[src/rtl/gerenciador_escrita_anterior_pkg.sv]
// Shared definitions for the predecessor-memory write manager.
//   - ESTADO_* : 2-bit encodings of the manager FSM states
//   - estado_t : enum view of the same encodings
//   - largura_entrada() : FIFO entry width, vertex + predecessor (2*ADDR_WIDTH)
package gerenciador_escrita_anterior_pkg;

  localparam logic [1:0] ESTADO_OCIOSO   = 2'd0;
  localparam logic [1:0] ESTADO_LIMPANDO = 2'd1;
  localparam logic [1:0] ESTADO_ATIVO    = 2'd2;

  typedef enum logic [1:0] {
    OCIOSO   = ESTADO_OCIOSO,
    LIMPANDO = ESTADO_LIMPANDO,
    ATIVO    = ESTADO_ATIVO
  } estado_t;

  // Width of one buffered relaxation: {vertice, anterior}.
  function automatic int largura_entrada(input int addr_width);
    return 2 * addr_width;
  endfunction

endpackage

[src/rtl/gerenciador_escrita_anterior_fifo_sincrona.sv]
// fifo_sincrona: small synchronous FIFO with combinational head data.
// Ports:
//   clk, rst_n      clock, asynchronous active-low reset
//   push, push_data write one entry (ignored when full)
//   pop             discard head entry (ignored when empty)
//   flush           empty the FIFO; wins over push/pop
//   head_data       current head entry, valid while !empty
//   full, empty     status flags
// Pointers carry one extra MSB so that full and empty are distinguishable.
module fifo_sincrona
  import gerenciador_escrita_anterior_pkg::*;
#(
  parameter int DATA_WIDTH = 20,
  parameter int DEPTH      = 4
) (
  input  logic                  clk,
  input  logic                  rst_n,
  input  logic                  push,
  input  logic [DATA_WIDTH-1:0] push_data,
  input  logic                  pop,
  input  logic                  flush,
  output logic [DATA_WIDTH-1:0] head_data,
  output logic                  full,
  output logic                  empty
);

  localparam int PTR_W = $clog2(DEPTH);

  logic [PTR_W:0]          wr_ptr_reg;
  logic [PTR_W:0]          rd_ptr_reg;
  logic [DATA_WIDTH-1:0]   mem [DEPTH];
  logic                    do_push;
  logic                    do_pop;

  assign empty   = (wr_ptr_reg == rd_ptr_reg);
  assign full    = (wr_ptr_reg[PTR_W] != rd_ptr_reg[PTR_W]) &&
                   (wr_ptr_reg[PTR_W-1:0] == rd_ptr_reg[PTR_W-1:0]);
  assign do_push = push && !full;
  assign do_pop  = pop && !empty;

  always_ff @(posedge clk or negedge rst_n) begin
    if (!rst_n) begin
      wr_ptr_reg <= '0;
      rd_ptr_reg <= '0;
    end else if (flush) begin
      wr_ptr_reg <= '0;
      rd_ptr_reg <= '0;
    end else begin
      if (do_push) wr_ptr_reg <= wr_ptr_reg + {{PTR_W{1'b0}}, 1'b1};
      if (do_pop)  rd_ptr_reg <= rd_ptr_reg + {{PTR_W{1'b0}}, 1'b1};
    end
  end

  // Storage needs no reset: pointers alone define which slots are live.
  always_ff @(posedge clk) begin
    if (do_push && !flush) mem[wr_ptr_reg[PTR_W-1:0]] <= push_data;
  end

  assign head_data = mem[rd_ptr_reg[PTR_W-1:0]];

endmodule

[src/rtl/gerenciador_escrita_anterior.sv]
// gerenciador_escrita_anterior: write-side manager of the predecessor RAM.
// Clears every entry to "own predecessor" (addr=data=vertex), then buffers
// relaxation results and writes them to the RAM, one per cycle.
// Ports:
//   clk, rst_n                     clock, asynchronous active-low reset
//   inicio_in                      start/restart pulse (samples the two below)
//   top_fonte_in, ultimo_vertice_in source vertex, last vertex to clear
//   relax_valid_in/_vertice_in/_anterior_in, relax_ready_out  relaxation input
//   write_en_out/_addr_out/_data_out  registered RAM write port
//   pronto_out                     clearing done (ATIVO)
//   ocioso_out                     ATIVO with nothing buffered or in flight
// Optional feature: define ESCRITA_ANTERIOR_DESCARTE_FONTE_EN to drop
// relaxations that target the source vertex (keeps its self-loop intact).
module gerenciador_escrita_anterior
  import gerenciador_escrita_anterior_pkg::*;
#(
  parameter int ADDR_WIDTH = 10,
  parameter int FIFO_DEPTH = 4
) (
  input  logic                  clk,
  input  logic                  rst_n,
  input  logic                  inicio_in,
  input  logic [ADDR_WIDTH-1:0] top_fonte_in,
  input  logic [ADDR_WIDTH-1:0] ultimo_vertice_in,
  input  logic                  relax_valid_in,
  input  logic [ADDR_WIDTH-1:0] relax_vertice_in,
  input  logic [ADDR_WIDTH-1:0] relax_anterior_in,
  output logic                  relax_ready_out,
  output logic                  write_en_out,
  output logic [ADDR_WIDTH-1:0] write_addr_out,
  output logic [ADDR_WIDTH-1:0] write_data_out,
  output logic                  pronto_out,
  output logic                  ocioso_out
);

  localparam int ENTRADA_W = largura_entrada(ADDR_WIDTH);

`ifdef ESCRITA_ANTERIOR_DESCARTE_FONTE_EN
  localparam bit FILTRO_FONTE = 1'b1;
`else
  localparam bit FILTRO_FONTE = 1'b0;
`endif

  estado_t               estado_reg, estado_next;
  logic [ADDR_WIDTH:0]   cnt_reg, cnt_next;      // extra bit: last address 2^W-1 ends cleanly
  logic [ADDR_WIDTH-1:0] fonte_reg, fonte_next;
  logic [ADDR_WIDTH-1:0] ultimo_reg, ultimo_next;
  logic                  write_en_reg, write_en_next;
  logic [ADDR_WIDTH-1:0] write_addr_reg, write_addr_next;
  logic [ADDR_WIDTH-1:0] write_data_reg, write_data_next;

  logic                  fifo_push, fifo_pop, fifo_flush;
  logic                  fifo_full, fifo_empty;
  logic [ENTRADA_W-1:0]  fifo_head;
  logic                  eh_fonte;

  // A start pulse drops ready so an entry offered alongside it is never
  // reported as accepted and then silently flushed.
  assign relax_ready_out = (estado_reg == ATIVO) && !fifo_full && !inicio_in;
  assign eh_fonte        = (relax_vertice_in == fonte_reg);
  assign fifo_push       = relax_valid_in && relax_ready_out && !(FILTRO_FONTE && eh_fonte);

  fifo_sincrona #(
    .DATA_WIDTH (ENTRADA_W),
    .DEPTH      (FIFO_DEPTH)
  ) u_fifo (
    .clk       (clk),
    .rst_n     (rst_n),
    .push      (fifo_push),
    .push_data ({relax_vertice_in, relax_anterior_in}),
    .pop       (fifo_pop),
    .flush     (fifo_flush),
    .head_data (fifo_head),
    .full      (fifo_full),
    .empty     (fifo_empty)
  );

  always_ff @(posedge clk or negedge rst_n) begin
    if (!rst_n) begin
      estado_reg     <= OCIOSO;
      cnt_reg        <= '0;
      fonte_reg      <= '0;
      ultimo_reg     <= '0;
      write_en_reg   <= 1'b0;
      write_addr_reg <= '0;
      write_data_reg <= '0;
    end else begin
      estado_reg     <= estado_next;
      cnt_reg        <= cnt_next;
      fonte_reg      <= fonte_next;
      ultimo_reg     <= ultimo_next;
      write_en_reg   <= write_en_next;
      write_addr_reg <= write_addr_next;
      write_data_reg <= write_data_next;
    end
  end

  always_comb begin
    estado_next     = estado_reg;
    cnt_next        = cnt_reg;
    fonte_next      = fonte_reg;
    ultimo_next     = ultimo_reg;
    write_en_next   = 1'b0;
    write_addr_next = write_addr_reg;
    write_data_next = write_data_reg;
    fifo_pop        = 1'b0;
    fifo_flush      = 1'b0;

    if (inicio_in) begin
      // Restart beats any push/pop in the same cycle.
      estado_next = LIMPANDO;
      cnt_next    = '0;
      fonte_next  = top_fonte_in;
      ultimo_next = ultimo_vertice_in;
      fifo_flush  = 1'b1;
    end else begin
      case (estado_reg)
        LIMPANDO: begin
          write_en_next   = 1'b1;
          write_addr_next = cnt_reg[ADDR_WIDTH-1:0];
          write_data_next = cnt_reg[ADDR_WIDTH-1:0];
          if (cnt_reg == {1'b0, ultimo_reg}) estado_next = ATIVO;
          else                               cnt_next    = cnt_reg + 1'b1;
        end
        ATIVO: begin
          if (!fifo_empty) begin
            fifo_pop        = 1'b1;
            write_en_next   = 1'b1;
            write_addr_next = fifo_head[ENTRADA_W-1:ADDR_WIDTH];
            write_data_next = fifo_head[ADDR_WIDTH-1:0];
          end
        end
        default: ;
      endcase
    end
  end

  assign write_en_out   = write_en_reg;
  assign write_addr_out = write_addr_reg;
  assign write_data_out = write_data_reg;
  assign pronto_out     = (estado_reg == ATIVO);
  assign ocioso_out     = (estado_reg == ATIVO) && fifo_empty && !write_en_reg;

endmodule

[config.mk]
export PLATFORM = sky130hd
export DESIGN_NAME = gerenciador_escrita_anterior
export DESIGN_NICKNAME = d
export VERILOG_FILES = /design/src/rtl/gerenciador_escrita_anterior_pkg.sv /design/src/rtl/gerenciador_escrita_anterior_fifo_sincrona.sv /design/src/rtl/gerenciador_escrita_anterior.sv
export SDC_FILE = /design/constraint.sdc
export NUM_CORES = 1
export LEC_CHECK = 0
export CORE_MARGIN = 2
export CORE_UTILIZATION = 35
export CTS_CLUSTER_DIAMETER = 30
export DETAILED_ROUTE_END_ITERATION = 8
export PLACE_DENSITY = 0.57
export SLEW_MARGIN = 20
export SYNTH_ARGS = -nofsm -noshare
export SYNTH_HDL_FRONTEND = slang
export SYNTH_HIERARCHICAL = 1
export SYNTH_SLANG_ARGS = --single-unit
[constraint.sdc]
create_clock -name clk -period 3.3 [get_ports clk]
set_input_delay 0.495 -clock clk [delete_from_list [all_inputs] [get_ports clk]]
set_output_delay 0.495 -clock clk [all_outputs]
set_load 0.005 [all_outputs]
==> results of run 1 <==
## logic make-up (layout without fill, tap and decap cells)
group | Yosys count | count (layout) | share of synthesized area (%)
AOI/OAI and AO/OA | 70 | 70 | 7.36
buffers and inverters | 28 | 109 | 2.28
muxes | 36 | 36 | 11.5
DFF | 130 | 130 | 65.3
adders and majority gates | 8 | 8 | 1.79
xor gates and xnor gates | 17 | 17 | 2.66
and+or+nand+nor | 96 | 96 | 9.15
## through the flow
stage	util, %	total power, mW
finish	44.5	3.84
global route	44.5	4.00
CTS	44.5	3.89
detailed placement	40.8	2.07
global placement	40.8	2.07
floorplan	-	1.93
## critical path, delay by kind of cell (launching register included)
| kind | cells | cell delay, ns |
|---|---|---|
| xor gates and xnor gates | 1 | 0.45 |
| buffers and inverters | 1 | 0.51 |
| DFF | 1 | 0.50 |
| and+or+nand+nor | 4 | 0.72 |
## synthesized netlist by cell type (all sizes together) (4+ instances only)
master / instances
buf: 10
nand3: 5
mux2: 15
nor4: 4
a21oi: 48
xor2: 13
and2: 7
nand2: 6
edfxtp: 80
nor2: 36
mux4: 20
dfrtp: 50
nand4: 7
inv: 9
nor2b: 15
xnor2: 4
ha: 8
clkbuf: 9
and3: 6
## final cells by class
| class | instances | area share [%] |
|---|---|---|
| clock inverter | 12 | 1.29 |
| clock buffer | 20 | 6.98 |
| timing repair buffer | 68 | 9.25 |
| inverter | 9 | 0.482 |
| tap | 216 | 3.86 |
| multi-input combinational | 227 | 26.0 |
| sequential | 130 | 52.1 |
## report_power, final
group | switching, mW | total [mW] | internal, mW
clock network | 0.724 | 1.80 | 1.08
registers | 0.0310 | 1.80 | 1.77
logic | 0.105 | 0.233 | 0.128
total | 0.860 | 3.84 | 2.98
## layer usage
| layer | routed length (um) | GRT usage (%) |
|---|---|---|
| met5 | 0 | 0 |
| met4 | 170 | 5.44 |
| met3 | 499 | 4.19 |
| met2 | 5660 | 23.6 |
| met1 | 5660 | 21.0 |
## worst max path at each step
stage / startpoint / to / slack, ns / cells after the start
floorplan: u_fifo/rd_ptr_reg[0] / u_fifo/mem[0][0] / 0.72 / 9
finish: u_fifo/wr_ptr_reg[1] / ocioso_out / 0.22 / 6
global placement: inicio_in / u_fifo/mem[2][11] / 0.49 / 8
CTS: u_fifo/wr_ptr_reg[1] / ocioso_out / 0.20 / 6
detailed placement: inicio_in / u_fifo/mem[3][1] / 0.46 / 8
global route: u_fifo/wr_ptr_reg[1] / ocioso_out / 0.02 / 6
==> results by group, run 1 <==
Outcome
  – Run status: complete, no violations

Cells and area
  – Ant diodes: 0
  – Fill cell count: between 1000 and 1500
  – Synth-to-Final Area Change: 25.3%
  – Share of post-route cells with drive strength above 1: ~17%
  – Max FFs per register: 80
  – Final net count: approximately 500
  – Commonest non-fill, non-tap cell in the layout: edfxtp_1
  – Area taken by flip-flops and latches: roughly 3700 um^2
  – Area of the multi-input gates: 1830 um^2
  – Commonest cells after routing, fill and taps aside: edfxtp_1 (80), clkdlybuf4s50_1 (56), dfrtp_1 (50), a21oi_1 (48), nor2_1 (36)
  – Fin area: about 7000 um^2
  – Final Instance Count excl. Fillers: approximately 680

Global routing
  – First-pass GRT wire length: between 15000 and 20000 um
  – Grt total ovfl: 0
  – Vias in the first global route: 3420
  – Largest net degree at the start of global routing: 42
  – GR Util All Layers: roughly 15%
  – Initial antenna violation count: 0

STA
  – Minimum clock period: between 3 and 4 ns
  – Final worst slack: around 0.22 ns
  – Worst-Margin Slew: 0.935 ns
  – Total Neg Setup Slack: 0 ns
  – Worst hold margin: 0.224 ns
  – Final Hold Fails: 0
  – RSZ-0062 raised after global routing: false
  – FMAX: approximately 320 MHz
  – Setup-failing EPs final: 0
  – Max Slew Vio Count: 0
  – Period utilization: 93.4%
  – Max_slew headroom: 37.6%
  – Setup Skew: 0.0109 ns

Die
  – Core ar.: approximately 16000 um^2
  – Die area: between 15000 and 20000 um^2
  – Die H: around 130 um
  – Top Ports: 68
  – Die W: between 100 and 150 um
  – Num rows: between 40 and 50
  – Initial core utilization: 35.5%

Routing
  – Iter 0 DRT Violations: 210
  – Drc violations: 0
  – First-pass DRT Iterations: 4
  – Via count: approximately 3400
  – Routed Antenna Nets: 0
  – WL per Instance: ~18 um
  – Post-DR vias/cell: around 5
  – DRT Wirelength: around 12000 um

Power
  – Pleak: roughly 2.6 nW
  – Power per cell area: approximately 550 nW/um^2
  – VDD IR-drop max: ~360 uV

Clock tree
  – H-Tree Depth: 4
  – Postcts setup bufs: 0
  – Worst skew pair latency: 0.42 ns
  – CTS sink cnt: between 100 and 150
  – Hold-fix buffers, CTS: 0
  – PostCTS Resize Cnt: 0
  – Worst-path clk slew: approximately 0.06 ns
  – CTS root buffer: clkbuf_16
  – CTS buffer count: 17
  – CTS tree: yes
  – Maximum root-to-sink buffer count: 2

Critical path
  – WS Path Type: reg2out
  – Endpoint type of the worst setup path: output port
  – Reg2Reg Depth: 9
  – WP data arrival: 2.59 ns
  – Worst flop-to-flop path endpoint: u_fifo/mem[3][9]
  – Critical Path Start Type: flop
  – Setup slack, reg-to-reg: 0.58 ns
  – Cell chain of the critical path: xnor2_1 -> nand2_1 -> nor2_1 -> nand2_1 -> nor2_1 -> clkdlybuf4s50_1
  – CP Data Required Time: 2.80 ns
  – Worst R2R Start: u_fifo/wr_ptr_reg[1]
  – Max FO, Critical Path: 9
  – Crit-path max cell delay: a little over 0.5 ns
  – Worst path slowest cell: clkdlybuf4s50_1

Synthesis
  – Primary FF master, synth: edfxtp_1
  – Ys async rst share: 38.5%
  – Unique masters post-synth: 46
  – EDFF count, synth: 80
  – Synth top area cells: edfxtp_1 (43%), dfrtp_1 (22%), mux4_2 (8.1%), a21oi_1 (4.3%), nor2_1 (2.4%)
  – Synth area leader: edfxtp_1
  – Mean Syn Cell Area: 14.5 um^2
  – Netlist area before placement: 5590 um^2
  – Post-synthesis sequential area ratio: around 65%
  – Syn nets: ~440
  – Synth Register Bits: between 100 and 150
  – Post-Syn Instances: between 300 and 400
  – Total number of yosys warnings: 6
  – Share of the synthesized area in the top cell type: about 43%

Placed design
  – Port Buf Inserts: 57
  – DP HPWL: about 7600 um
  – Pre-CTS WS: ~0.46 ns
  – Post-Place Cell Area: between 6000 and 7000 um^2
  – Placed Cells: 650
  – Routability cong.: 0.764

Flow run
  – Max Cap Viol: 0

Worst hold path
  – Hold crit path type: in2async
Power figures use the tool's default switching activity.
==> run 2, diff against run 1 <==
--- a/config.mk
+++ b/config.mk
@@ -5,7 +5,7 @@
 export SDC_FILE = /design/constraint.sdc
 export NUM_CORES = 1
 export LEC_CHECK = 0
-export CORE_MARGIN = 2
+export CORE_MARGIN = 1
 export CORE_UTILIZATION = 35
 export CTS_CLUSTER_DIAMETER = 30
 export DETAILED_ROUTE_END_ITERATION = 8
==> results by group, run 2 (same netlist as run 1, synthesis figures left out) <==
Routing
  – DRT Wirelength: between 10000 and 15000 um
  – Via count: between 3000 and 4000
  – Routed Antenna Nets: 0
  – Drc violations: 0
  – WL per Instance: ~17 um
  – Iter 0 DRT Violations: between 200 and 250
  – Post-DR vias/cell: roughly 5.1
  – First-pass DRT Iterations: 5

Die
  – Die H: between 100 and 150 um
  – Core ar.: approximately 15000 um^2
  – Num rows: 45
  – Die W: ~130 um
  – Die area: roughly 16000 um^2
  – Initial core utilization: between 30% and 40%
  – Top Ports: 68

Critical path
  – Endpoint type of the worst setup path: output port
  – Reg2Reg Depth: 10
  – CP Data Required Time: 2.80 ns
  – WP data arrival: 2.55 ns
  – Max FO, Critical Path: 9
  – Critical Path Start Type: flop
  – WS Path Type: reg2out

Power
  – Reg power frac: between 40% and 50%
  – Switch share: between 20% and 30%
  – Power per cell area: approximately 560 nW/um^2
  – Clock power share: 48.1%
  – Pleak: between 2 and 3 nW
  – Comb power frac: under 10%
  – Switch Pwr: 838 uW
  – VDD IR-drop max: ~560 uV
  – Internal power: a little over 3 mW

Clock tree
  – Worst skew pair latency: ~0.42 ns
  – H-Tree Depth: 4
  – Postcts setup bufs: 0
  – PostCTS Resize Cnt: 0
  – CTS buffer count: 17
  – Maximum root-to-sink buffer count: 2
  – Hold-fix buffers, CTS: 0
  – Worst-path clk slew: 0.06 ns
  – CTS root buffer: clkbuf_16
  – CTS tree: yes
  – CTS sink cnt: 130

Flow run
  – Max Cap Viol: 0

STA
  – Worst-Margin Slew: between 0.7 and 0.8 ns
  – Period utilization: around 90%
  – Max_slew headroom: a little over 50%
  – Max Slew Vio Count: 0
  – FMAX: 328 MHz
  – Setup-failing EPs final: 0
  – Total Neg Setup Slack: 0 ns
  – Minimum clock period: a little over 3 ns
  – Setup Skew: around 0.017 ns
  – Final Hold Fails: 0
  – RSZ-0062 raised after global routing: false
  – Final worst slack: about 0.25 ns

Worst hold path
  – Hold crit path type: in2async

Placed design
  – Port Buf Inserts: 57
  – Routability cong.: 0.747
  – DP HPWL: about 7600 um
  – Pre-CTS WS: roughly 0.40 ns

Cells and area
  – Ant diodes: 0
  – Synth-to-Final Area Change: 25.5%
  – Final core utilization: ~45%
  – Share of post-route cells with drive strength above 1: around 16%
  – Commonest cells after routing, fill and taps aside: edfxtp_1 (80), clkdlybuf4s50_1 (56), dfrtp_1 (50), a21oi_1 (48), nor2_1 (36)
  – Commonest non-fill, non-tap cell in the layout: edfxtp_1
  – Max FFs per register: 80
  – Final net count: around 510

Outcome
  – Run status: complete, no violations

Global routing
  – Largest net degree at the start of global routing: 42
  – Initial antenna violation count: 0
  – GR Util All Layers: around 16%
  – Grt total ovfl: 0
  – First-pass GRT wire length: around 19000 um
  – Vias in the first global route: roughly 3600
-- run 2: cell types whose count changed in the layout (fill, tap and decap cells not counted) --
cell / delta
clkinvlp_4: -1
clkinv_2: -3
clkbuf_1: +2
clkbuf_16: -2
clkinv_1: +3
inv_6: -4
clkbuf_8: -1
clkinv_4: +3
bufinv_16: +3
-- run 2: cell type report --
| type | instances | area, um^2 |
|---|---|---|
| clock buffers | 19 | 433 |
| clock inverters | 13 | 160 |
| fillers | 1418 | 8410 |
| inverters | 9 | 33.8 |
| multi-input cells | 227 | 1830 |
| flip-flops and latches | 130 | 3650 |
| well taps | 211 | 264 |
| repair buffers | 68 | 648 |
-- run 2: layer usage --
| metal | GRT usage, % | up-vias | part of all wire (%) |
|---|---|---|---|
| met3 | 5.53 | 13 | 5.2 |
| li1 | - | 1590 | - |
| met1 | 21.1 | 1738 | 46 |
| met5 | 0 | - | 0 |
| met2 | 23.9 | 90 | 47 |
| met4 | 5.81 | 0 | 1.1 |
-- run 2: path summary, 6_finish.rpt --
| kind | startpoint | endpoint | slack (ns) |
|---|---|---|---|
| min reg2reg | estado_reg[0] | estado_reg[0] | 0.51 |
| max in group asynchronous | rst_n | write_addr_out[9] | 2.43 |
| min | rst_n | write_data_out[8] | 0.07 |
| max reg2reg | u_fifo/wr_ptr_reg[0] | u_fifo/mem[1][3] | 0.55 |
| max | u_fifo/wr_ptr_reg[1] | ocioso_out | 0.25 |
| min in group clk | estado_reg[0] | estado_reg[0] | 0.51 |
-- run 2: critical path: stages, from the launching register on --
cell and delay (ns):
dfrtp_1 0.49, xnor2_1 0.43, nand2_1 0.17, nor2_1 0.34, nand2_1 0.09, nor2_1 0.10
clkdlybuf4s50_1 0.51
-- run 2: through the flow --
stage          instances  hold WS, ns  instance area [um^2]  total power [mW]
4_1_cts              677       0.0727                  7020              3.97
3_3_place_gp         645        0.493                  6420              2.07
3_5_place_dp         645        0.503                  6420              2.07
6_report             677       0.0690                  7020              3.92
2_1_floorplan        385        0.199                  5590              1.93
5_1_grt              677        0.101                  7020              4.06
-- run 2: power by group through the flow --
stage | sequential [mW] | combinational (mW) | clock [mW]
after floorplan | 1.83 | 0.103 | 0
after global placement | 1.83 | 0.234 | 0
after detailed placement | 1.83 | 0.237 | 0
after CTS | 1.80 | 0.238 | 1.93
after global routing | 1.81 | 0.258 | 1.99
final | 1.80 | 0.233 | 1.89
